File: config.mk
export PLATFORM = sky130hd
export DESIGN_NAME = rect_fill_engine_flat
export DESIGN_NICKNAME = d
export VERILOG_FILES = /design/src/rtl/rect_fill_engine_if.sv /design/src/rtl/rect_fill_engine.sv /design/src/flat_wrapper.sv
export SDC_FILE = /design/constraint.sdc
export NUM_CORES = 1
export LEC_CHECK = 0
export BUFFER_PORTS_ARGS = -buffer_cell sky130_fd_sc_hd__buf_4
export CAP_MARGIN = 40
export CELL_PAD_IN_SITES_DETAIL_PLACEMENT = 2
export CELL_PAD_IN_SITES_GLOBAL_PLACEMENT = 2
export CORE_MARGIN = 5
export CORE_UTILIZATION = 25
export DETAILED_ROUTE_END_ITERATION = 8
export PLACE_DENSITY = 0.69
export SLEW_MARGIN = 20
export SYNTH_ARGS = -nofsm -noshare
export SYNTH_HDL_FRONTEND = slang
export SYNTH_SLANG_ARGS = --single-unit
File: constraint.sdc
create_clock -name clk -period 2.8 [get_ports clk]
set_input_delay 0.56 -clock clk [delete_from_list [all_inputs] [get_ports clk]]
set_output_delay 0.56 -clock clk [all_outputs]
set_load 0.005 [all_outputs]
File: src/rtl/rect_fill_engine_if.sv
// Framebuffer write port between the rectangle fill engine and the pixel memory.
// The engine drives the write fields and the memory answers with fb_ready.
interface rect_fill_engine_if;
  logic       fb_we;
  logic [8:0] fb_x;
  logic [7:0] fb_y;
  logic       fb_data;
  logic       fb_ready;

  modport master (
    output fb_we,
    output fb_x,
    output fb_y,
    output fb_data,
    input  fb_ready
  );

  modport slave (
    input  fb_we,
    input  fb_x,
    input  fb_y,
    input  fb_data,
    output fb_ready
  );
endinterface

File: src/rtl/rect_fill_engine.sv
// Rectangle fill engine: bounds-checks a latched command, then writes every pixel of the
// rectangle in raster order (x fastest) through a ready-gated framebuffer port.
module rect_fill_engine #(
  parameter int unsigned SCREEN_W = 320,
  parameter int unsigned SCREEN_H = 200
) (
  input  logic                       clk,
  input  logic                       reset,
  input  logic                       start_fill,
  input  logic [8:0]                 X1,
  input  logic [7:0]                 Y1,
  input  logic [8:0]                 op_width,
  input  logic [7:0]                 op_height,
  input  logic                       fill_value,
  rect_fill_engine_if.master         fb,
  output logic                       busy,
  output logic                       done,
  output logic                       error
);

  typedef enum logic [1:0] {StIdle, StCheck, StFill, StFinish} state_e;

  state_e     r_state;
  state_e     w_state_nxt;

  logic [8:0] r_x1;
  logic [7:0] r_y1;
  logic [8:0] r_w;
  logic [7:0] r_h;
  logic       r_val;
  logic [8:0] r_cur_x;
  logic [7:0] r_cur_y;

  logic [9:0] w_x_sum;
  logic [8:0] w_y_sum;
  logic       w_zero;
  logic       w_oob;
  logic       w_last_x;
  logic       w_last_y;
  logic       w_we;
  logic       w_accept;

  // Sums are one bit wider than the operands so that overflow reads as out of bounds.
  assign w_x_sum  = {1'b0, r_x1} + {1'b0, r_w};
  assign w_y_sum  = {1'b0, r_y1} + {1'b0, r_h};
  assign w_zero   = (r_w == 9'd0) || (r_h == 8'd0);
  assign w_oob    = (w_x_sum > 10'(SCREEN_W)) || (w_y_sum > 9'(SCREEN_H));
  assign w_last_x = (r_cur_x == (r_x1 + r_w - 9'd1));
  assign w_last_y = (r_cur_y == (r_y1 + r_h - 8'd1));

  // Outputs are forced quiet while reset is held, even before the state register clears.
  assign w_we     = (r_state == StFill) && !reset;
  assign w_accept = w_we && fb.fb_ready;

  always_ff @(posedge clk) begin
    if (reset) begin
      r_state <= StIdle;
      r_x1    <= '0;
      r_y1    <= '0;
      r_w     <= '0;
      r_h     <= '0;
      r_val   <= 1'b0;
      r_cur_x <= '0;
      r_cur_y <= '0;
    end else begin
      r_state <= w_state_nxt;
      if ((r_state == StIdle) && start_fill) begin
        r_x1  <= X1;
        r_y1  <= Y1;
        r_w   <= op_width;
        r_h   <= op_height;
        r_val <= fill_value;
      end
      if (r_state == StCheck) begin
        r_cur_x <= r_x1;
        r_cur_y <= r_y1;
      end else if (w_accept) begin
        if (w_last_x) begin
          r_cur_x <= r_x1;
          r_cur_y <= r_cur_y + 8'd1;
        end else begin
          r_cur_x <= r_cur_x + 9'd1;
        end
      end
    end
  end

  always_comb begin
    w_state_nxt = r_state;
    error       = 1'b0;
    unique case (r_state)
      StIdle: begin
        if (start_fill) w_state_nxt = StCheck;
      end
      StCheck: begin
        if (w_zero) begin
          w_state_nxt = StFinish;
        end else if (w_oob) begin
          error       = !reset;
          w_state_nxt = StIdle;
        end else begin
          w_state_nxt = StFill;
        end
      end
      StFill: begin
        if (w_accept && w_last_x && w_last_y) w_state_nxt = StFinish;
      end
      StFinish: begin
        w_state_nxt = StIdle;
      end
      default: w_state_nxt = StIdle;
    endcase
  end

  always_comb begin
    fb.fb_we   = w_we;
    fb.fb_x    = reset ? 9'd0 : r_cur_x;
    fb.fb_y    = reset ? 8'd0 : r_cur_y;
    fb.fb_data = reset ? 1'b0 : r_val;
    busy       = (r_state != StIdle) && !reset;
    done       = (r_state == StFinish) && !reset;
  end

endmodule

File: src/flat_wrapper.sv
// flat-port wrapper written by rule: the top's interface ports become plain ports
module rect_fill_engine_flat 
#(
  parameter int unsigned SCREEN_W = 320,
  parameter int unsigned SCREEN_H = 200
)
  (clk, reset, start_fill, X1, Y1, op_width, op_height, fill_value, busy, done, error, fb_fb_we, fb_fb_x, fb_fb_y, fb_fb_data, fb_fb_ready);
  rect_fill_engine_if fb_i ();
  input  logic clk;
  input  logic reset;
  input  logic start_fill;
  input  logic [8:0] X1;
  input  logic [7:0] Y1;
  input  logic [8:0] op_width;
  input  logic [7:0] op_height;
  input  logic fill_value;
  output logic busy;
  output logic done;
  output logic error;
  output wire logic [$bits(fb_i.fb_we)-1:0] fb_fb_we;
  output wire logic [$bits(fb_i.fb_x)-1:0] fb_fb_x;
  output wire logic [$bits(fb_i.fb_y)-1:0] fb_fb_y;
  output wire logic [$bits(fb_i.fb_data)-1:0] fb_fb_data;
  input wire logic [$bits(fb_i.fb_ready)-1:0] fb_fb_ready;
  assign fb_fb_we = fb_i.fb_we;
  assign fb_fb_x = fb_i.fb_x;
  assign fb_fb_y = fb_i.fb_y;
  assign fb_fb_data = fb_i.fb_data;
  assign fb_i.fb_ready = fb_fb_ready;
  rect_fill_engine #(.SCREEN_W(SCREEN_W), .SCREEN_H(SCREEN_H)) u_core (.clk(clk), .reset(reset), .start_fill(start_fill), .X1(X1), .Y1(Y1), .op_width(op_width), .op_height(op_height), .fill_value(fill_value), .fb(fb_i), .busy(busy), .done(done), .error(error));
endmodule
; After elaboration in Yosys (flattened, before gate mapping)
; Cells that the tools add are included.
; W data, S select, Z words.
[classes]
addsub = 8
order_cmp = 2
eq_ne = 7
mux = 17
n_reduce_logical = 18
[ops]
columns = operator, n
row1 = $mux W9, 4
row2 = $mux W8, 4
row3 = $add A9 B9 Y10, 1
row4 = $gt A10 B9 Y1 const B, 1
row5 = $add A8 B8 Y9, 1
row6 = $add A9 B1 Y9 const B, 1
row7 = $add A9 B9 Y9, 1
row8 = $eq A9 B9 Y1, 1
row9 = $gt A9 B8 Y1 const B, 1
row10 = $logic_not A9 Y1, 1
row11 = $sub A9 B1 Y9 const B, 1
row12 = $add A8 B1 Y8 const B, 1
row13 = $add A8 B8 Y8, 1
row14 = $eq A8 B8 Y1, 1
row15 = $logic_not A8 Y1, 1
row16 = $mux W2, 4
row17 = $pmux W2 S4, 1
row18 = $sub A8 B1 Y8 const B, 1
row19 = $logic_and A1 B1 Y1, 7
row20 = $reduce_bool A2 Y1, 3
row21 = $eq A2 B2 Y1 const B, 2
row22 = $mux W1, 4
row23 = $ne A2 B2 Y1 const B, 2
row24 = $reduce_and A2 Y1, 2
row25 = other kinds (4), 5
[totals]
regBits = 54
inputBits = 39

; Longest topological paths before layout
[logic_depth]
depth_word = 7
ltp_mapped = 13
ltp_nobuf = 13

; Worst setup path before layout
; OpenSTA, ideal clock, no wires.
[synth_path]
path_kind = flip-flop to flip-flop
startpoint = register u_core.r_w[1]
endpoint = register u_core.r_cur_x[5]
setup_ps = 122
arrival_ps = 2983
setup_slack_ps = -305
path_stages_with_launch = 14
synth_period_minus_slack_ps = 3105
path_cell_list = dfxtp_1 inv_1 ha_1 inv_1 ha_1 fa_1 a211oi_2 o21ai_1 a211oi_1 o2111ai_4 o21ai_4 buf_6 nor4b_2 a221o_1
[synth_via]
elab_chain_len = 6
[synth_lines]
columns = element, line
row1 = "start, declared", rect_fill_engine.sv:28  ; logic [8:0] r_w;
row2 = "start signal, assigned", rect_fill_engine.sv:70  ; r_w <= op_width;
row3 = $add A9 B9 Y9, rect_fill_engine.sv:48  ; assign w_last_x = (r_cur_x == (r_x1 + r_w - 9'd1));
row4 = $sub A9 B1 Y9, rect_fill_engine.sv:48
row5 = $eq A9 B9 Y1, rect_fill_engine.sv:48
row6 = $mux W9, rect_fill_engine.sv:78  ; if (w_last_x) begin
row7 = $mux W9, rect_fill_engine.sv:77  ; end else if (w_accept) begin
row8 = $mux W9, rect_fill_engine.sv:74  ; if (r_state == StCheck) begin
row9 = "end signal, assigned", rect_fill_engine.sv:75  ; r_cur_x <= r_x1;
row10 = "end signal, assigned", rect_fill_engine.sv:79  ; r_cur_x <= r_x1;
row11 = "end signal, assigned", rect_fill_engine.sv:82  ; r_cur_x <= r_cur_x + 9'd1;
row12 = "end, declared", rect_fill_engine.sv:31  ; logic [8:0] r_cur_x;
; No other way between the ends. The select of a mux whose other input is x is not followed.
; A chain may end at the register's enable or synchronous reset.

; Worst setup path after layout
[layout_path]
startpoint = register u_core.r_w[0]
endpoint = output port error
[layout_via]
elab_chain_len = 6
[layout_lines]
columns = element, line
row1 = $add A9 B9 Y10, rect_fill_engine.sv:44  ; assign w_x_sum = {1'b0, r_x1} + {1'b0, r_w};
row2 = $gt A10 B9 Y1, rect_fill_engine.sv:47  ; assign w_oob = (w_x_sum > 10'(SCREEN_W)) || (w_y_sum > 9'(SCREEN_H));
row3 = $logic_or A1 B1 Y1, rect_fill_engine.sv:47
row4 = $mux W1, rect_fill_engine.sv:98  ; end else if (w_oob) begin
row5 = $mux W1 *, rect_fill_engine.sv:96  ; if (w_zero) begin
row6 = $mux W1 *, rect_fill_engine.sv:91  ; unique case (r_state)
row7 = "end, declared", flat_wrapper.sv:19  ; output logic error;
; Every way passes the cells marked *; elsewhere a longest branch is shown, timed or not.

==> qor.yml <==
power_and_ir_drop:
  power_switching_share_pct: 41.3
  p_per_area_mw_per_mm2: 657
  switchingPower_mw: 1.59
  leakage_nw: 2.62
  cell_internal_pwr_mw: 2.25
  ir_drop_v: 0.000250
  comb_power_share_pct: 55.3
  clock_power_share_pct: 19.4
  p_seq_share_pct: 25.3
  power_mw: 3.84
outcome:
  status: "complete, but fails checks"
  violations: "negative setup slack"
floorplan:
  initial_core_util_pct: 25.2
  die_y_um: 141
  dieArea_mm2: 0.0200
  core_mm2: 0.0171
  die_x_um: 141
  ios: 61
  fp-row-count: 48
setup_path:
  cpMaxStageDelayCell: "dfxtp_2"
  crit_fanout: 2
  worstReg2RegEnd: "u_core.r_cur_x[4]"
  reg2reg_slack_ns: -0.30
  critPathCaptureType: "output pin"
  crit_family: "compound AO/OA/AOI/OAI gates"
  path_cells: "ha_2 > inv_1 > fa_2 > nand2b_4 > a211oi_2 > o22a_1 > a31oi_2 > xor2_1 > o2111a_2 > nor4_4 > buf_4"
  worst-path-buf-inv: 2
  path_depth: 11
  critPathLaunch: "u_core.r_w[0]"
  r2r-start: "u_core.r_x1[0]"
  crit_arrival_ns: 2.79
  critical-path-max-stage-delay_ns: 0.34
  crit_type: "reg2out"
  worst_setup_path_start_kind: "flip-flop"
  r2r_cells: 14
  crit_required_ns: 2.24
  endpoint: "error"
grt:
  grt_pass1_wl_um: 25200
  grt-ovfl-total: 0
  antenna_found_initial: 0
  track_usage_pct: 15.6
  grt_max_degree: 36
  grt_pass1_vias: 4911
timing:
  setup-violations-final: 19
  hold_viol_final: 0
  worstMarginPinSlew_ns: 0.732
  clock_skew_ns: 0.00730
  setup_tns_ns: -4.90
  maxSlewHeadroom_pct: 51.0
  hold_ws_ns: 0.471
  min_period_over_period_pct: 120
  finalCriticalPeriod_ns: 3.35
  fin_ws_ns: -0.552
  fmax_mhz: 298
  rsz0062_at_grt: "true"
  maxSlewViolCount: 0
routing:
  drt_iter0_drc: 169
  totalWireLength_um: 15100
  drtAntennaViolNets: 0
  wl_per_cell_um: 16.7
  vias: 4308
  drc: 0
  vias_per_cell: 4.78
  drtPass1Iterations: 4
hold_path:
  hold_class: "reg2reg"
  min_from: "u_core.r_val"
  hold_depth: 2
run:
  drv_cap: 0
yosys:
  yosys-top-cells-area: "dfxtp_1, ha_1, nand2_1"
  synthCells: 557
  synth.distinct_cells: 61
  ys_ff_latch: 54
  yosysSeqAreaShare_pct: 25.1
  synth_top_cell_area_share_pct: 25.1
  synth_enable_flop_cells: 0
  async_flop_share_pct: 0
  avgSynthCellArea_um2: 7.73
  synth_top_area_cell: "dfxtp_1"
  synth_top_flop_cell: "dfxtp_1"
  yosys_warnings: 0
  syn_area_mm2: 0.00431
  synth_fp_nets: 647
clocking:
  clock_path_buffers: 2
  cts_tree: "built"
  worst_skew_pair.late_latency_ns: 0.31
  path_clk_slew_ns: 0.07
  cts_buffers: 5
  cts_sinks: 54
  cts_max_level: 2
  ctsRootBufferMaster: "clkbuf_16"
  cts_hold_buffers: 0
placement:
  dpl.hpwl_um: 12200
  dp.cells: 888
  gp_congestion: 0.789
  numPortBuffers: 60
  dp_slack_ns: -0.438
final_layout:
  multiInputGateArea_mm2: 0.00303
  nets: 766
  layout-drive-gt1-share_pct: 27.0
  final_cells: 902
  seq_area_mm2: 0.00109
  area_growth_pct: 35.7
  num-fill-cells: 1990
  antenna_cells: 0
==> cell usage after synthesis (5+ instances only) <==
cell type and number:
and3_1 11, nand3_1 12, nand2_1 87, a21oi_1 58, a31oi_1 6, o21bai_1 5, clkbuf_1 20, o32ai_1 6
nor2_1 24, a211oi_1 5, nor4_1 7, o211ai_1 5, inv_1 66, xnor2_1 23, nor2b_1 19, xor2_1 17
dfxtp_1 54, mux2i_1 6, ha_1 47, nor3_1 8
==> sequential cells by signal, indices dropped and copies added (netlist names), named ones only <==
signal,flops
u_core.r_y1,8
u_core.r_h,8
u_core.r_w,9
u_core.r_x1,9
u_core.r_cur_y,8
u_core.r_val,1
u_core.r_cur_x,9
u_core.r_state,1
==> how the worst min path moves through the flow <==
stage / end / slack [ns]
after floorplan: u_core.r_val / 0.43
after global placement: u_core.r_val / 0.44
after detailed placement: u_core.r_val / 0.47
after CTS: u_core.r_val / 0.48
after global routing: u_core.r_x1[5] / 0.50
final: u_core.r_val / 0.47
==> layer usage <==
metal / track usage, % / part of all wire (%)
met1: 20.8 / 49
met4: 4.13 / 1.4
met5: 0 / 0
met3: 1.99 / 3.2
met2: 26.5 / 47
==> tightest hold or removal path, stage by stage, from the launching register on <==
cell     delay, ns
dfxtp_1       0.32
nand2_1       0.05
a21oi_1       0.06
==> power by group through the flow <==
| stage | sequential (mW) | combinational, mW | clock [mW] |
|---|---|---|---|
| floorplan | 0.966 | 1.32 | 0 |
| global placement | 0.980 | 1.90 | 0 |
| detailed placement | 0.990 | 2.02 | 0 |
| CTS | 0.974 | 2.11 | 0.776 |
| global route | 0.989 | 2.37 | 0.796 |
| finish | 0.973 | 2.12 | 0.744 |
==> layout by cell type (no fill, tap or decap), types with 3 or more instances in the layout <==
cell       count
buf_4        132
nand2_1       86
inv_1         61
a21oi_1       57
dfxtp_1       50
ha_1          42
nor2_1        24
xnor2_1       22
nor2b_1       19
xor2_1        17
nand3_1       12
and3_1        11
nor3_1         8
nor4_1         6
mux2i_1        6
inv_2          5
o21bai_1       5
o211ai_1       5
a31oi_1        5
o32ai_1        5
clkbuf_16      5
o2111ai_1      4
or2_1          4
a21o_1         4
a221o_1        4
buf_6          4
dfxtp_2        4
a211oi_1       3
o21ai_0        3
nor4b_2        3
a2bb2oi_1      3
ha_4           3
==> through the flow <==
stage                     area (um2)  utilization, %
after floorplan                 4370               -
after global placement          5520            32.3
after detailed placement        5520            32.3
after CTS                       5780            33.8
after global routing            5850            34.2
final                           5850            34.2
==> kinds of logic after synthesis <==
kind of cell | Yosys count | share of synthesized area (%)
AOI/OAI and AO/OA | 127 | 20.2
xor gates and xnor gates | 40 | 8.13
adders and majority gates | 51 | 15.5
buffers and inverters | 90 | 8.11
DFF | 54 | 25.1
muxes | 6 | 1.39
and+or+nand+nor | 189 | 21.5
==> layout make-up <==
class,instances,area share [%]
Sequential cell,54,18.6
Inverter,66,4.24
Multi-Input combinational cell,413,51.8
Tap cell,225,4.82
Timing Repair Buffer,136,17.7
Clock inverter,2,0.642
Clock buffer,6,2.20
==> what timing repair did <==
| action | CTS | global route |
|---|---|---|
| cloned | 1 | 0 |
| buffers inserted | 3 | 2 |
| pin swaps | 8 | 4 |
| gates resized for setup | 18 | 11 |
| endpoints found under the setup margin | 19 | 19 |
Power figures use the tool's default switching activity.
